`config.mk`:
```
export PLATFORM = sky130hd
export DESIGN_NAME = tl_ram_arbiter_flat
export DESIGN_NICKNAME = d
export VERILOG_FILES = /design/src/rtl/tl_arb_pkg.sv /design/src/rtl/tilelink.sv /design/src/rtl/rr_arb2.sv /design/src/rtl/tl_ram_arbiter.sv /design/src/flat_wrapper.sv
export SDC_FILE = /design/constraint.sdc
export NUM_CORES = 1
export LEC_CHECK = 0
export ABC_AREA = 1
export BUFFER_PORTS_ARGS = -buffer_cell sky130_fd_sc_hd__buf_2
export CORE_AREA = 2 2 155 157
export CTS_CLUSTER_DIAMETER = 40
export CTS_CLUSTER_SIZE = 8
export DETAILED_ROUTE_END_ITERATION = 6
export DIE_AREA = 0 0 157 159
export PLACE_DENSITY = 0.63
export REMOVE_ABC_BUFFERS = 1
export SETUP_SLACK_MARGIN = 0.2
export SLEW_MARGIN = 30
export SYNTH_ARGS = -nofsm -noshare
export SYNTH_HDL_FRONTEND = slang
export SYNTH_SLANG_ARGS = --single-unit
```
`constraint.sdc`:
```
create_clock -name clk -period 3.38 [get_ports clk]
set_input_delay 0.338 -clock clk [delete_from_list [all_inputs] [get_ports clk]]
set_output_delay 0.338 -clock clk [all_outputs]
set_load 0.005 [all_outputs]
```
`src/rtl/tl_arb_pkg.sv`:
```
// Shared TileLink-UL types, opcodes and FSM encoding for the two-master RAM arbiter.
package tl_arb_pkg;

  localparam int unsigned TL_AW   = 32;
  localparam int unsigned TL_DW   = 32;
  localparam int unsigned TL_MW   = TL_DW / 8;
  localparam int unsigned TL_SZW  = 3;
  localparam int unsigned TL_SRCW = 4;

  localparam logic [2:0] TL_PUT_F           = 3'd0;
  localparam logic [2:0] TL_PUT_P           = 3'd1;
  localparam logic [2:0] TL_GET             = 3'd4;
  localparam logic [2:0] TL_ACCESS_ACK      = 3'd0;
  localparam logic [2:0] TL_ACCESS_ACK_DATA = 3'd1;

  typedef enum logic [1:0] {IDLE, REQ_A, WAIT_D} arb_state_t;

  typedef struct packed {
    logic [2:0]         opcode;
    logic [TL_SZW-1:0]  size;
    logic [TL_SRCW-1:0] source;
    logic [TL_AW-1:0]   address;
    logic [TL_DW-1:0]   data;
    logic [TL_MW-1:0]   mask;
  } a_beat_t;

  // D opcode the arbiter fabricates when the slave never answers.
  function automatic logic [2:0] tl_ack_for(input logic [2:0] op);
    case (op)
      TL_PUT_F, TL_PUT_P: return TL_ACCESS_ACK;
      TL_GET:             return TL_ACCESS_ACK_DATA;
      default:            return TL_ACCESS_ACK_DATA;
    endcase
  endfunction

endpackage

```
`src/rtl/tilelink.sv`:
```
// TileLink-UL A/D channel bundle; master drives A and d_ready, slave drives D and a_ready.
interface tilelink;
  import tl_arb_pkg::*;

  logic                a_valid;
  logic                a_ready;
  logic [2:0]          a_opcode;
  logic [TL_SZW-1:0]   a_size;
  logic [TL_SRCW-1:0]  a_source;
  logic [TL_AW-1:0]    a_address;
  logic [TL_MW-1:0]    a_mask;
  logic [TL_DW-1:0]    a_data;

  logic                d_valid;
  logic                d_ready;
  logic [2:0]          d_opcode;
  logic [TL_SZW-1:0]   d_size;
  logic [TL_SRCW-1:0]  d_source;
  logic [TL_DW-1:0]    d_data;

  modport master (
    output a_valid, a_opcode, a_size, a_source, a_address, a_mask, a_data,
    input  a_ready,
    input  d_valid, d_opcode, d_size, d_source, d_data,
    output d_ready
  );

  modport slave (
    input  a_valid, a_opcode, a_size, a_source, a_address, a_mask, a_data,
    output a_ready,
    output d_valid, d_opcode, d_size, d_source, d_data,
    input  d_ready
  );
endinterface

```
`src/rtl/rr_arb2.sv`:
```
// Two-way round-robin pick: a lone requester always wins, a tie goes to ptr.
module rr_arb2 (
  input  logic [1:0] req,
  input  logic       ptr,
  output logic [1:0] gnt,
  output logic       gnt_idx
);

  always_comb begin
    gnt_idx = 1'b0;
    if (req == 2'b11) gnt_idx = ptr;
    else if (req[1])  gnt_idx = 1'b1;
    gnt = (|req) ? (2'b01 << gnt_idx) : 2'b00;
  end

endmodule

```
`src/rtl/tl_ram_arbiter.sv`:
```
// Shares one TileLink-UL RAM slave between ifetch (m0) and LSU (m1), one transaction
// in flight, with a response watchdog that answers on behalf of a hung slave.
module tl_ram_arbiter
  import tl_arb_pkg::*;
#(
  parameter int unsigned TIMEOUT_CYCLES = 256,
  parameter int unsigned CNT_W          = 16
) (
  input  logic             clk,
  input  logic             rst,
  tilelink.slave           m0,
  tilelink.slave           m1,
  tilelink.master          ram,
  output logic             busy,
  output logic             grant,
  output logic             timeout,
  output logic [CNT_W-1:0] err_count
);

  localparam int unsigned       WDOG_W    = (TIMEOUT_CYCLES > 1) ? $clog2(TIMEOUT_CYCLES) : 1;
  localparam logic [WDOG_W-1:0] WDOG_LAST = WDOG_W'(TIMEOUT_CYCLES - 1);
  localparam logic              WDOG_EN   = 1'(TIMEOUT_CYCLES != 0);

  arb_state_t        state_q, state_d;
  logic              rr_ptr_q, rr_ptr_d;
  logic              grant_q, grant_d;
  a_beat_t           beat_q, beat_d;
  logic [WDOG_W-1:0] wdog_q, wdog_d;
  logic              timed_out_q, timed_out_d;
  logic [CNT_W-1:0]  err_cnt_q, err_cnt_d;

  logic [1:0]         win_gnt;
  logic               win_idx;
  a_beat_t            m0_beat, m1_beat;
  logic               sel_d_ready, sel_d_valid, done, expire, a_take;
  logic [2:0]         d_opcode;
  logic [TL_SZW-1:0]  d_size;
  logic [TL_SRCW-1:0] d_source;
  logic [TL_DW-1:0]   d_data;

  rr_arb2 u_rr (
    .req     ({m1.a_valid, m0.a_valid}),
    .ptr     (rr_ptr_q),
    .gnt     (win_gnt),
    .gnt_idx (win_idx)
  );

  assign m0_beat = '{opcode: m0.a_opcode, size: m0.a_size, source: m0.a_source,
                     address: m0.a_address, data: m0.a_data, mask: m0.a_mask};
  assign m1_beat = '{opcode: m1.a_opcode, size: m1.a_size, source: m1.a_source,
                     address: m1.a_address, data: m1.a_data, mask: m1.a_mask};

  always_comb begin
    sel_d_ready = grant_q ? m1.d_ready : m0.d_ready;
    sel_d_valid = (state_q == WAIT_D) & (timed_out_q | ram.d_valid);
    done        = sel_d_valid & sel_d_ready;
    // Once the synthesized response is pending the watchdog is parked, so it fires once.
    expire      = WDOG_EN & (state_q != IDLE) & ~timed_out_q & ~done & (wdog_q == WDOG_LAST);
    a_take      = (state_q == REQ_A) & (ram.a_ready | expire);
    if (timed_out_q) begin
      d_opcode = tl_ack_for(beat_q.opcode);
      d_size   = beat_q.size;
      d_source = beat_q.source;
      d_data   = '0;
    end else begin
      d_opcode = ram.d_opcode;
      d_size   = ram.d_size;
      d_source = ram.d_source;
      d_data   = ram.d_data;
    end
  end

  // NOTE: every always_comb target gets its default before the case so no path can
  // leave it unassigned and infer a latch.
  always_comb begin
    state_d     = state_q;
    rr_ptr_d    = rr_ptr_q;
    grant_d     = grant_q;
    beat_d      = beat_q;
    wdog_d      = wdog_q;
    timed_out_d = timed_out_q;
    err_cnt_d   = err_cnt_q;
    case (state_q)
      IDLE: begin
        if (|win_gnt) begin
          state_d     = REQ_A;
          grant_d     = win_idx;
          beat_d      = win_gnt[1] ? m1_beat : m0_beat;
          wdog_d      = '0;
          timed_out_d = 1'b0;
        end
      end
      REQ_A: begin
        wdog_d = wdog_q + WDOG_W'(1);
        if (expire) begin
          state_d     = WAIT_D;
          timed_out_d = 1'b1;
        end else if (ram.a_ready) begin
          state_d = WAIT_D;
        end
      end
      WAIT_D: begin
        if (done) begin
          state_d     = IDLE;
          rr_ptr_d    = ~grant_q;
          wdog_d      = '0;
          timed_out_d = 1'b0;
        end else if (expire) begin
          timed_out_d = 1'b1;
        end else if (!timed_out_q) begin
          wdog_d = wdog_q + WDOG_W'(1);
        end
      end
      default: state_d = IDLE;
    endcase
    if (expire && !(&err_cnt_q)) err_cnt_d = err_cnt_q + CNT_W'(1);
  end

  // NOTE: state registers use non-blocking assignments so every flop samples the
  // pre-edge value of its neighbours; the latched A beat is reset too so ram.a_* is
  // never X when the RAM monitor looks at it.
  always_ff @(posedge clk or posedge rst) begin
    if (rst) begin
      state_q     <= IDLE;
      rr_ptr_q    <= 1'b0;
      grant_q     <= 1'b0;
      beat_q      <= '0;
      wdog_q      <= '0;
      timed_out_q <= 1'b0;
      err_cnt_q   <= '0;
    end else begin
      state_q     <= state_d;
      rr_ptr_q    <= rr_ptr_d;
      grant_q     <= grant_d;
      beat_q      <= beat_d;
      wdog_q      <= wdog_d;
      timed_out_q <= timed_out_d;
      err_cnt_q   <= err_cnt_d;
    end
  end

  assign m0.a_ready  = a_take & ~grant_q;
  assign m1.a_ready  = a_take & grant_q;
  assign m0.d_valid  = sel_d_valid & ~grant_q;
  assign m1.d_valid  = sel_d_valid & grant_q;
  assign m0.d_opcode = d_opcode;
  assign m0.d_size   = d_size;
  assign m0.d_source = d_source;
  assign m0.d_data   = d_data;
  assign m1.d_opcode = d_opcode;
  assign m1.d_size   = d_size;
  assign m1.d_source = d_source;
  assign m1.d_data   = d_data;

  assign ram.a_valid   = (state_q == REQ_A);
  assign ram.a_opcode  = beat_q.opcode;
  assign ram.a_size    = beat_q.size;
  assign ram.a_source  = beat_q.source;
  assign ram.a_address = beat_q.address;
  assign ram.a_data    = beat_q.data;
  assign ram.a_mask    = beat_q.mask;
  // Idle sinks late beats from a slave we already gave up on.
  assign ram.d_ready   = ((state_q == IDLE) & ~rst) |
                         ((state_q == WAIT_D) & ~timed_out_q & sel_d_ready);

  assign busy      = (state_q != IDLE);
  assign grant     = grant_q;
  assign timeout   = expire;
  assign err_count = err_cnt_q;

endmodule

```
`src/flat_wrapper.sv`:
```
// flat-port wrapper written by rule: the top's interface ports become plain ports
module tl_ram_arbiter_flat import tl_arb_pkg::*;
#(
  parameter int unsigned TIMEOUT_CYCLES = 256,
  parameter int unsigned CNT_W          = 16
)
  (clk, rst, busy, grant, timeout, err_count, m0_a_valid, m0_a_opcode, m0_a_size, m0_a_source, m0_a_address, m0_a_mask, m0_a_data, m0_a_ready, m0_d_valid, m0_d_opcode, m0_d_size, m0_d_source, m0_d_data, m0_d_ready, m1_a_valid, m1_a_opcode, m1_a_size, m1_a_source, m1_a_address, m1_a_mask, m1_a_data, m1_a_ready, m1_d_valid, m1_d_opcode, m1_d_size, m1_d_source, m1_d_data, m1_d_ready, ram_a_valid, ram_a_opcode, ram_a_size, ram_a_source, ram_a_address, ram_a_mask, ram_a_data, ram_a_ready, ram_d_valid, ram_d_opcode, ram_d_size, ram_d_source, ram_d_data, ram_d_ready);
  tilelink m0_i ();
  tilelink m1_i ();
  tilelink ram_i ();
  input  logic clk;
  input  logic rst;
  output logic busy;
  output logic grant;
  output logic timeout;
  output logic [CNT_W-1:0] err_count;
  input wire logic [$bits(m0_i.a_valid)-1:0] m0_a_valid;
  input wire logic [$bits(m0_i.a_opcode)-1:0] m0_a_opcode;
  input wire logic [$bits(m0_i.a_size)-1:0] m0_a_size;
  input wire logic [$bits(m0_i.a_source)-1:0] m0_a_source;
  input wire logic [$bits(m0_i.a_address)-1:0] m0_a_address;
  input wire logic [$bits(m0_i.a_mask)-1:0] m0_a_mask;
  input wire logic [$bits(m0_i.a_data)-1:0] m0_a_data;
  output wire logic [$bits(m0_i.a_ready)-1:0] m0_a_ready;
  output wire logic [$bits(m0_i.d_valid)-1:0] m0_d_valid;
  output wire logic [$bits(m0_i.d_opcode)-1:0] m0_d_opcode;
  output wire logic [$bits(m0_i.d_size)-1:0] m0_d_size;
  output wire logic [$bits(m0_i.d_source)-1:0] m0_d_source;
  output wire logic [$bits(m0_i.d_data)-1:0] m0_d_data;
  input wire logic [$bits(m0_i.d_ready)-1:0] m0_d_ready;
  input wire logic [$bits(m1_i.a_valid)-1:0] m1_a_valid;
  input wire logic [$bits(m1_i.a_opcode)-1:0] m1_a_opcode;
  input wire logic [$bits(m1_i.a_size)-1:0] m1_a_size;
  input wire logic [$bits(m1_i.a_source)-1:0] m1_a_source;
  input wire logic [$bits(m1_i.a_address)-1:0] m1_a_address;
  input wire logic [$bits(m1_i.a_mask)-1:0] m1_a_mask;
  input wire logic [$bits(m1_i.a_data)-1:0] m1_a_data;
  output wire logic [$bits(m1_i.a_ready)-1:0] m1_a_ready;
  output wire logic [$bits(m1_i.d_valid)-1:0] m1_d_valid;
  output wire logic [$bits(m1_i.d_opcode)-1:0] m1_d_opcode;
  output wire logic [$bits(m1_i.d_size)-1:0] m1_d_size;
  output wire logic [$bits(m1_i.d_source)-1:0] m1_d_source;
  output wire logic [$bits(m1_i.d_data)-1:0] m1_d_data;
  input wire logic [$bits(m1_i.d_ready)-1:0] m1_d_ready;
  output wire logic [$bits(ram_i.a_valid)-1:0] ram_a_valid;
  output wire logic [$bits(ram_i.a_opcode)-1:0] ram_a_opcode;
  output wire logic [$bits(ram_i.a_size)-1:0] ram_a_size;
  output wire logic [$bits(ram_i.a_source)-1:0] ram_a_source;
  output wire logic [$bits(ram_i.a_address)-1:0] ram_a_address;
  output wire logic [$bits(ram_i.a_mask)-1:0] ram_a_mask;
  output wire logic [$bits(ram_i.a_data)-1:0] ram_a_data;
  input wire logic [$bits(ram_i.a_ready)-1:0] ram_a_ready;
  input wire logic [$bits(ram_i.d_valid)-1:0] ram_d_valid;
  input wire logic [$bits(ram_i.d_opcode)-1:0] ram_d_opcode;
  input wire logic [$bits(ram_i.d_size)-1:0] ram_d_size;
  input wire logic [$bits(ram_i.d_source)-1:0] ram_d_source;
  input wire logic [$bits(ram_i.d_data)-1:0] ram_d_data;
  output wire logic [$bits(ram_i.d_ready)-1:0] ram_d_ready;
  assign m0_i.a_valid = m0_a_valid;
  assign m0_i.a_opcode = m0_a_opcode;
  assign m0_i.a_size = m0_a_size;
  assign m0_i.a_source = m0_a_source;
  assign m0_i.a_address = m0_a_address;
  assign m0_i.a_mask = m0_a_mask;
  assign m0_i.a_data = m0_a_data;
  assign m0_a_ready = m0_i.a_ready;
  assign m0_d_valid = m0_i.d_valid;
  assign m0_d_opcode = m0_i.d_opcode;
  assign m0_d_size = m0_i.d_size;
  assign m0_d_source = m0_i.d_source;
  assign m0_d_data = m0_i.d_data;
  assign m0_i.d_ready = m0_d_ready;
  assign m1_i.a_valid = m1_a_valid;
  assign m1_i.a_opcode = m1_a_opcode;
  assign m1_i.a_size = m1_a_size;
  assign m1_i.a_source = m1_a_source;
  assign m1_i.a_address = m1_a_address;
  assign m1_i.a_mask = m1_a_mask;
  assign m1_i.a_data = m1_a_data;
  assign m1_a_ready = m1_i.a_ready;
  assign m1_d_valid = m1_i.d_valid;
  assign m1_d_opcode = m1_i.d_opcode;
  assign m1_d_size = m1_i.d_size;
  assign m1_d_source = m1_i.d_source;
  assign m1_d_data = m1_i.d_data;
  assign m1_i.d_ready = m1_d_ready;
  assign ram_a_valid = ram_i.a_valid;
  assign ram_a_opcode = ram_i.a_opcode;
  assign ram_a_size = ram_i.a_size;
  assign ram_a_source = ram_i.a_source;
  assign ram_a_address = ram_i.a_address;
  assign ram_a_mask = ram_i.a_mask;
  assign ram_a_data = ram_i.a_data;
  assign ram_i.a_ready = ram_a_ready;
  assign ram_i.d_valid = ram_d_valid;
  assign ram_i.d_opcode = ram_d_opcode;
  assign ram_i.d_size = ram_d_size;
  assign ram_i.d_source = ram_d_source;
  assign ram_i.d_data = ram_d_data;
  assign ram_d_ready = ram_i.d_ready;
  tl_ram_arbiter #(.TIMEOUT_CYCLES(TIMEOUT_CYCLES), .CNT_W(CNT_W)) u_core (.clk(clk), .rst(rst), .m0(m0_i), .m1(m1_i), .ram(ram_i), .busy(busy), .grant(grant), .timeout(timeout), .err_count(err_count));
endmodule
```
==> metrics.md, run 1 <==
| Metric | Value |
|---|---|
| Status | `complete, no violations` |
| Syn Inst Count | `808` |
| Remaining Overflow, GRT | `0` |
| F_max | `0.426 GHz` |
| Seq/Total Area, Yosys | `44.3%` |
| All-Layer GR Usage | `16.6%` |
| DRC viols | `0` |
| Final nets | `1348` |
| Clk sinks | `107` |
| Unrepaired setup endpoints after global routing | `false` |
| Initial core utilization | `26.0%` |
| Synth-to-Final Area Change | `37.3%` |
| Clock buffer depth | `2` |
| Final std cells w/o fill | `1460` |
| CTS Buf Count | `9` |
| Compound-Gate Fraction of Synth Area | `16.2%` |
| Max incr delay on CP | `390 ps` |
| Synthesized area per cell | `7.47 um^2` |
| Critical path required time | `3040 ps` |
| Hpwl dp | `16.5 mm` |
| Synth top area cells | `dfrtp_1 44%, nand2_1 9.6%, nor2_1 8.4%, o21ai_1 7.5%, o21ai_0 7.1%` |
| CP cell instances | `inv_1 -> ha_1 -> nor3_2 -> nand3_4 -> nand2_1 -> nand2_1 -> nor2_1 -> buf_2` |
| Initial antenna violation count | `2` |
| First-pass GRT wire length | `32.3 mm` |
| Pwr dens | `651 mW/mm^2` |
| Post-synthesis xor/xnor area fraction | `1.45%` |
| Routed wire length per instance | `14.7 um` |
| Share of cells above drive strength 1 | `39.3%` |
| Setup Fix Bufs, Post-CTS | `0` |
| Root Driver | `clkbuf_16` |
| Drt via density | `4.43` |
| Total power | `5.40 mW` |
| Yosys top cell by area | `dfrtp_1` |
| Final setup margin | `1030 ps` |
| Crit share post-route | `69.5%` |
| Crit path kind | `register to output pin` |
| Synth cell count leaders | `155 x nand2_1, 135 x nor2_1, 107 x dfrtp_1` |
| Initial DRC count | `243` |
| Top-count cell post-synth | `nand2_1` |
| DRT Pass-1 Iters | `4` |
| Worst-margin pin slew | `909 ps` |
| Endpoints failing setup | `0` |
| Worst Path Arrival | `2010 ps` |
| Mapped Area | `0.00604 mm^2` |
| Worst slew margin | `39.4%` |
| Core Region | `0.0232 mm^2` |
| Ys async rst share | `100%` |
| Worst skew pair latency | `350 ps` |
| Main combinational cell family by area after synthesis | `simple AND/OR/NAND/NOR gates` |
| Final WL | `21.5 mm` |
| IO Count | `393` |
| Number of buffers inserted by hold repair at cts | `0` |
| Cells after DPL | `1444` |
| Layout fillers | `2496` |
| Flip-flop and latch count after synthesis | `107` |
| Peak VDD IR | `0.272 mV` |
| Synth Flop Type | `dfrtp_1` |
| Max-slew violation count | `0` |
| WP buf/inv | `2` |
| Vias in the first global route | `5947` |
| Gpl congestion | `0.871` |
| Mux share of post-synthesis cell area | `0.932%` |
| Cell type of the slowest stage on the worst timing path | `dfrtp_1` |
| Vias | `6473` |
| Die area | `0.0250 mm^2` |
| Pleak | `4.49 nW` |
| Final ANT Viol Nets | `0` |
| Delay-heaviest family, CP | `simple AND/OR/NAND/NOR gates` |
| Setup TNS | `0 ps` |
| Post-synth top area share | `44.3%` |
| EDFF count, synth | `0` |
| Startpoint types | `register` |
| Flop-to-flop setup slack | `1230 ps` |
| Largest net degree at the start of global routing | `82` |
| CTS tree | `built` |
| Post-Route Skew | `14.3 ps` |
| CP dominant cell by count | `nand2_1` |
| Clock-pin slew on the worst setup and hold paths | `80 ps` |
| Die width | `157 um` |
| Netlist cell types | `32` |
| Max Cap Viol | `0` |
| Die Y | `159 um` |
| Endpoints failing hold | `0` |
| Ys Warns | `0` |
| Adder-Cell Fraction of Synth Area | `1.24%` |
| Post-CTS sizing | `0` |
| Setup slack after placement | `1230 ps` |
| Rows | `56` |
| CTS H-Tree Depth | `3` |
| Period minus WS final | `2350 ps` |
| CP endpoint kind | `output pin` |
| Synth Area in Simple Gates | `23.0%` |
| Port-buffer cells | `392` |
| Worst-path maximum fanout | `6` |
| Worst hold path class | `primary input to async pin` |
-- final cells by class --
cell class	instances	area [um^2]	share of cell area, %
antenna	1	2.50	0.0302
clock buffer	9	225	2.72
clock inverter	6	85.1	1.03
inverter	75	284	3.42
multi-input combinational	544	2590	31.2
sequential	107	2680	32.3
tap	319	399	4.81
timing repair buffer	399	2030	24.4
-- placed cells by master, fill, tap and decap left out, types with 9 or more instances in the layout --
cell type,instances
nand4_1,10
o21ai_0,86
nand2_1,155
nor2_1,135
inv_1,66
o21ai_1,90
dfrtp_1,106
nand3_1,12
clkbuf_16,9
buf_2,392
-- logic make-up (layout without fill, tap and decap cells) --
family          count (synthesis)  after routing
simple gates                  335            335
fa+ha+maj                       6              6
xor+xnor                       10             10
compound gates                188            188
mux                             5              5
buf+inv                       157            489
flops                         107            107
other cells                     0              1
-- sequential cells by signal (all words and copies together), names as in the netlist --
name and count:
u_core.ram.a_source 4, u_core.ram.a_opcode 3, u_core.grant 1, u_core.rr_ptr_q 1, u_core.ram.a_address 32, u_core.ram.a_data 32, u_core.ram.a_size 3, u_core.state_q 2
u_core.wdog_q 8, u_core.timed_out_q 1, u_core.ram.a_mask 4, u_core.err_count 16
-- through the flow --
stage,instance area [um^2],util (%),hold slack (ps)
finish,8290,35.8,86.3
global route,8290,35.7,136
CTS,8290,35.7,114
detailed placement,7980,34.4,472
global placement,7980,34.4,466
floorplan,5540,-,476
-- final timing paths --
path                                      startpoint                      end  cells after the start
worst max-delay path               u_core.state_q[0]               m1_a_ready                      8
worst min-delay path                             rst   u_core.ram.a_source[3]                      2
worst max register to register     u_core.state_q[1]  u_core.ram.a_address[5]                      7
worst min register to register  u_core.ram.a_mask[1]     u_core.ram.a_mask[1]                      2
max in group asynchronous                        rst       u_core.timed_out_q                      3
min in group clk                       m1_a_data[16]    u_core.ram.a_data[16]                      3
-- per-layer routing --
metal | global-route usage (%) | wire length, um | share of wire (%) | vias to the layer above
met1 | 19.5 | 8620 | 40 | 2963
met3 | 4.06 | 1720 | 8.0 | 22
met5 | 0 | 0 | 0 | -
met4 | 4.42 | 359 | 1.7 | 0
li1 | - | - | - | 3193
met2 | 30.0 | 10800 | 50 | 295
-- report_power, final --
group / total (mW) / internal (mW) / switching (mW)
combinational: 2.17 / 0.887 / 1.28
clock: 1.14 / 0.591 / 0.548
sequential: 2.09 / 1.78 / 0.311
Note: power is estimated with default switching activity, not from simulation.
==> run 2: changes to the inputs <==
==> constraint.sdc (replaced) <==
create_clock -name clk -period 2.4 [get_ports clk]
set_input_delay 0.24 -clock clk [delete_from_list [all_inputs] [get_ports clk]]
set_output_delay 0.24 -clock clk [all_outputs]
set_load 0.005 [all_outputs]
==> run 2 against run 1 <==
Cell count rose by 0.62%. Combinational power rose by 46%. Cell area rose by 1.5%. First-iteration DRC count rose by 55%. Worst setup slack got worse by 720 ps.
==> metrics.md, run 2 (same netlist as run 1, synthesis figures left out) <==
| Metric | Value |
|---|---|
| Status | `complete, no violations` |
| CP dominant cell by count | `nand2_2` |
| Cell type of the slowest stage on the worst timing path | `dfrtp_1` |
| Clock-pin slew on the worst setup and hold paths | `100 ps (+20 ps)` |
| Flop-to-flop setup slack | `530 ps (-700 ps)` |
| Final WL | `22.3 mm (+3.5%)` |
| Period minus WS final | `2090 ps` |
| CTS tree | `built` |
| F_max | `0.479 GHz` |
| Crit share post-route | `87.0%` |
| Max-slew violation count | `0 (unchanged)` |
| Largest net degree at the start of global routing | `73 (-11%)` |
| Synth-to-Final Area Change | `39.4%` |
| Worst skew pair latency | `370 ps (+20 ps)` |
| Reg2Reg Depth | `7 (unchanged)` |
| Cells after DPL | `1449 (+0.35%)` |
| Peak VDD IR | `0.440 mV (+62%)` |
| DRC viols | `0 (unchanged)` |
| Worst slew margin | `57.0% (+18 points)` |
| Final ANT Viol Nets | `0 (unchanged)` |
| Worst hold path class | `primary input to register` |
| Hpwl dp | `17.3 mm (+4.5%)` |
| Register area | `0.00268 mm^2 (about the same)` |
| Final std cells w/o fill | `1469 (+0.62%)` |
| Max Cap Viol | `0 (unchanged)` |
| Vias in the first global route | `6085 (+2.3%)` |
| All-Layer GR Usage | `17.2% (+0.53 points)` |
| Endpoints failing hold | `0 (unchanged)` |
| Share of cells above drive strength 1 | `40.1% (+0.82 points)` |
| Worst Hold Path EP | `u_core.ram.a_source[0]` |
| Die Y | `159 um (unchanged)` |
| Remaining Overflow, GRT | `0 (unchanged)` |
| WP buf/inv | `3 (+1)` |
| Pleak | `4.54 nW (+1.3%)` |
| Initial core utilization | `26.0% (unchanged)` |
| CP Depth | `10 (+2)` |
| Port-buffer cells | `392 (unchanged)` |
| Layout fillers | `2457 (-1.6%)` |
| Startpoint types | `register` |
| Routed wire length per instance | `15.2 um (+2.9%)` |
| CP endpoint kind | `output pin` |
| Worst Path Arrival | `1850 ps (-160 ps)` |
| Unrepaired setup endpoints after global routing | `false` |
| Worst-margin pin slew | `641 ps (-268 ps)` |
| Pwr dens | `929 mW/mm^2 (+43%)` |
| Final nets | `1356 (+0.59%)` |
| Area occupied by multi-input gates | `0.00260 mm^2 (+0.48%)` |
| Rows | `56 (unchanged)` |
| Critical path required time | `2160 ps (-880 ps)` |
| Root Driver | `clkbuf_16` |
| IO Count | `393 (unchanged)` |
| Crit Reg-Reg Endpoint | `u_core.ram.a_data[5]` |
| Delay-heaviest family, CP | `simple AND/OR/NAND/NOR gates` |
| Post-Route Skew | `18.5 ps (+4.26 ps)` |
| Fin area | `0.00842 mm^2 (+1.5%)` |
| Reg-to-reg critical path startpoint | `u_core.state_q[1]` |
| Core Region | `0.0232 mm^2 (unchanged)` |
| Most frequent cells in the layout | `392 x buf_2, 154 x nand2_1, 134 x nor2_1` |
| Hold Crit Start | `m1_a_source[0]` |
| First-pass GRT wire length | `33.3 mm (+2.9%)` |
| CTS Buf Count | `9 (unchanged)` |
| Drt via density | `4.46 (+0.52%)` |
| Total power | `7.82 mW (+45%)` |
| Die width | `157 um (unchanged)` |
| DRT Pass-1 Iters | `5 (+1)` |
| Gpl congestion | `0.869 (-0.21%)` |
| Clock buffer depth | `2 (unchanged)` |
| Initial DRC count | `377 (+55%)` |
| Die area | `0.0250 mm^2 (unchanged)` |
| Clk sinks | `107 (unchanged)` |
| Max incr delay on CP | `400 ps (about the same)` |
| Initial antenna violation count | `1 (-1)` |
| Endpoints failing setup | `0 (unchanged)` |
| Worst Hold Path Cells | `3` |
| Placed instance area | `0.00804 mm^2 (+0.78%)` |
| Vias | `6547 (+1.1%)` |
| Setup TNS | `0 ps (unchanged)` |
| Commonest non-fill, non-tap cell in the layout | `buf_2` |
| CTS H-Tree Depth | `3 (unchanged)` |
| Crit path kind | `register to output pin` |
| Worst-path maximum fanout | `5 (-1)` |
| CP cell instances | `inv_1 -> ha_1 -> inv_2 -> nor2_4 -> nand2_2 -> nand3_4 -> nand2_2 -> nand2_1 -> nor2_1 -> buf_2` |
-- run 2: cell types whose count changed in the layout (fill, tap and decap cells not counted), sizes merged --
cell         delta
inv             +2
dlygate4sd3     +1
buf             +7
clkinvlp        -1
-- run 2: report_power, final --
group,internal [mW],switching [mW],total (mW)
Clock,0.863,0.830,1.69
Combinational,1.32,1.85,3.16
Sequential,2.51,0.449,2.96
-- run 2: worst max-delay path by stage --
stage / from / endpoint / slack, ps
4_1_cts: u_core.grant / m1_a_ready / 200
6_report: u_core.state_q[0] / m0_a_ready / 310
2_1_floorplan: u_core.rr_ptr_q / u_core.ram.a_size[2] / -930
3_3_place_gp: u_core.state_q[0] / u_core.ram.a_address[4] / 550
5_1_grt: u_core.state_q[0] / m0_a_ready / 200
3_5_place_dp: u_core.state_q[1] / u_core.ram.a_mask[2] / 470
-- run 2: repair_timing --
action                                 4_1_cts  5_1_grt
endpoints found under the hold margin       19        0
pin swaps                                    1        0
setup buffers                                2        0
hold buffers                                 1        0
gates resized for setup                      1        5
setup endpoints to repair                    2        2
-- run 2: layout make-up --
cell class / count / area share, %
diodes: 1 / 0.0297
inverters: 75 / 3.37
repair buffers: 407 / 25.1
clock buffers: 9 / 2.67
flip-flops and latches: 107 / 31.8
well taps: 319 / 4.74
multi-input cells: 544 / 30.9
clock inverters: 7 / 1.31
-- run 2: metal layers --
metal | share of wire (%) | vias to the layer above | global-route usage (%) | wire, um
met3 | 7.0 | 19 | 3.89 | 1570
met5 | 0 | - | 0 | 0
met1 | 40 | 3028 | 20.2 | 8930
met2 | 51 | 295 | 31.1 | 11400
met4 | 1.9 | 0 | 4.67 | 414
li1 | - | 3205 | - | -
-- run 2: worst reg2reg max path, stage by stage (launching register included) --
cell     delay [ps]
dfrtp_1         420
inv_1           100
ha_2            260
inv_2            80
a21oi_4         140
buf_4           430
o21ai_0         230
o21ai_1         150
-- run 2: per-stage QoR --
| step | utilization (%) | hold slack (ps) | setup slack [ps] |
|---|---|---|---|
| after floorplan | - | 410 | -929 |
| after global placement | 34.7 | 274 | 552 |
| after detailed placement | 34.7 | 273 | 469 |
| after CTS | 36.2 | 114 | 202 |
| after global routing | 36.3 | 127 | 200 |
| final | 36.3 | 121 | 312 |
==> run 3: changes to the inputs <==
--- a/config.mk
+++ b/config.mk
@@ -12,6 +12,7 @@
 export CTS_CLUSTER_SIZE = 8
 export DETAILED_ROUTE_END_ITERATION = 6
 export DIE_AREA = 0 0 157 159
+export MAX_ROUTING_LAYER = met4
 export PLACE_DENSITY = 0.63
 export REMOVE_ABC_BUFFERS = 1
 export SETUP_SLACK_MARGIN = 0.2
==> run 3 against run 2 <==
Register-to-register slack worse by 20 ps. Cell area is the same. Cell count unchanged. Non-clock buffer count unchanged. Total power grew 0.12%. Clock skew hardly changed. Worst hold slack better by 1.1 ps. Fmax up 0.12%. Die area is the same. Critical path type unchanged. Critical endpoint unchanged. Highest routed layer unchanged.
==> metrics.md, run 3 (same netlist as run 1, synthesis figures left out) <==
| Metric | Value |
|---|---|
| Port-buffer cells | `392 (unchanged)` |
| Peak VDD IR | `0.442 mV (+0.34%)` |
| Routed wire length per instance | `15.1 um (-0.25%)` |
| Vias | `6521 (-0.40%)` |
| Startpoint types | `register` |
| Final nets | `1356 (unchanged)` |
| DRT Pass-1 Iters | `5 (unchanged)` |
| Worst Path Arrival | `1850 ps (about the same)` |
| Clock-pin slew on the worst setup and hold paths | `100 ps (about the same)` |
| Total power | `7.83 mW (+0.12%)` |
| Most frequent cells in the layout | `392 x buf_2, 154 x nand2_1, 134 x nor2_1` |
| Hpwl dp | `17.3 mm (unchanged)` |
| Crit share post-route | `86.9% (-0.10 points)` |
| Initial antenna violation count | `1 (unchanged)` |
| All-Layer GR Usage | `17.6% (+0.48 points)` |
| Clock buffer depth | `2 (unchanged)` |
| Setup TNS | `0 ps (unchanged)` |
| CTS H-Tree Depth | `3 (unchanged)` |
| Pleak | `4.54 nW (unchanged)` |
| Hold Crit Start | `m1_a_data[0]` |
| Worst-margin pin slew | `656 ps (+15.1 ps)` |
| Gpl congestion | `0.883 (+1.6%)` |
| Period minus WS final | `2090 ps (-2.46 ps)` |
| Share of cells above drive strength 1 | `40.1% (unchanged)` |
| Vias in the first global route | `6092 (+0.12%)` |
| Endpoints failing hold | `0 (unchanged)` |
| Reg-to-reg critical path startpoint | `u_core.state_q[1]` |
| DRC viols | `0 (unchanged)` |
| Worst-path maximum fanout | `5 (unchanged)` |
| Critical path required time | `2160 ps (about the same)` |
| Remaining Overflow, GRT | `0 (unchanged)` |
| Die Y | `159 um (unchanged)` |
| Worst skew pair latency | `360 ps (about the same)` |
| First-pass GRT wire length | `33.2 mm (-0.25%)` |
| Drt via density | `4.44 (-0.40%)` |
| Root Driver | `clkbuf_16` |
| F_max | `0.480 GHz (+0.12%)` |
| CP endpoint kind | `output pin` |
| Clk sinks | `107 (unchanged)` |
| Rows | `56 (unchanged)` |
| Commonest non-fill, non-tap cell in the layout | `buf_2` |
| Status | `complete, no violations` |
| Endpoints failing setup | `0 (unchanged)` |
| CP Launch Point | `u_core.state_q[0]` |
| Die area | `0.0250 mm^2 (unchanged)` |
| Initial core utilization | `26.0% (unchanged)` |
| Unrepaired setup endpoints after global routing | `false` |
| Max-slew violation count | `0 (unchanged)` |
| CTS Buf Count | `9 (unchanged)` |
| Largest net degree at the start of global routing | `73 (unchanged)` |
| Die width | `157 um (unchanged)` |
| Max Cap Viol | `0 (unchanged)` |
| Synth-to-Final Area Change | `39.4% (unchanged)` |
| Crit path kind | `register to output pin` |
| Worst hold path class | `primary input to register` |
| Core Region | `0.0232 mm^2 (unchanged)` |
| CTS tree | `built` |
| Pwr dens | `930 mW/mm^2 (+0.12%)` |
| Initial DRC count | `445 (+18%)` |
| Post-Route Skew | `18.7 ps (+0.175 ps)` |
| Worst slew margin | `55.9% (-1.0 points)` |
| Final WL | `22.2 mm (-0.25%)` |
| Final ANT Viol Nets | `0 (unchanged)` |
| IO Count | `393 (unchanged)` |
## run 3: cell counts in the layout (fill, tap and decap cells not counted)
No cell type changed its count.
## run 3: worst max-delay path, cell delays in order (launching register included)
cell,delay (ps)
dfrtp_1,390
inv_1,90
ha_1,210
inv_2,70
nor2_4,130
nand2_2,110
nand3_4,130
nand2_2,90
nand2_1,100
nor2_1,50
buf_2,130
## run 3: timing repair
item	in CTS	in global routing
hold buffers	1	0
gates cloned	0	0
pin swaps	1	0
gates resized for setup	1	5
endpoints found under the hold margin	19	0
buffers inserted	2	0
endpoints found under the setup margin	2	2
## run 3: cell type report
class                   instances  area (um^2)
clock inverters                 7          110
well taps                     319          399
diodes                          1         2.50
repair buffers                407         2110
inverters                      75          284
multi-input cells             544         2600
flip-flops and latches        107         2680
clock buffers                   9          225
fillers                      2457        14800
## run 3: metrics by stage
step / hold WS (ps) / setup WS, ps / utilization (%) / area [um^2] / instances
final: 122 / 315 / 36.3 / 8420 / 1469
after global routing: 128 / 202 / 36.3 / 8420 / 1469
after CTS: 114 / 202 / 36.2 / 8410 / 1468
after detailed placement: 273 / 469 / 34.7 / 8040 / 1449
after global placement: 274 / 552 / 34.7 / 8040 / 1449
after floorplan: 410 / -929 / - / 5540 / 726
## run 3: final timing paths
path                                                end  depth (start not counted)  slack, ps
max in group asynchronous       u_core.ram.a_address[1]                          4       1260
worst min-delay path               u_core.ram.a_data[0]                          3        120
min in group asynchronous              u_core.wdog_q[1]                          3        430
worst max register to register     u_core.ram.a_data[5]                          7        510
worst min register to register     u_core.ram.a_mask[1]                          2        490
worst max-delay path                         m0_a_ready                         10        310
## run 3: power by group
| group | switching [mW] | internal (mW) |
|---|---|---|
| registers | 0.450 | 2.51 |
| logic | 1.86 | 1.32 |
| clock network | 0.828 | 0.863 |
| total | 3.14 | 4.69 |
## run 3: layer usage
layer,GRT usage (%),wire [um],vias to the layer above
li1,-,-,3205
met1,21.0,9120,3010
met2,30.9,11400,287
met3,2.72,1340,19
met4,4.67,401,0
met5,-,0,-
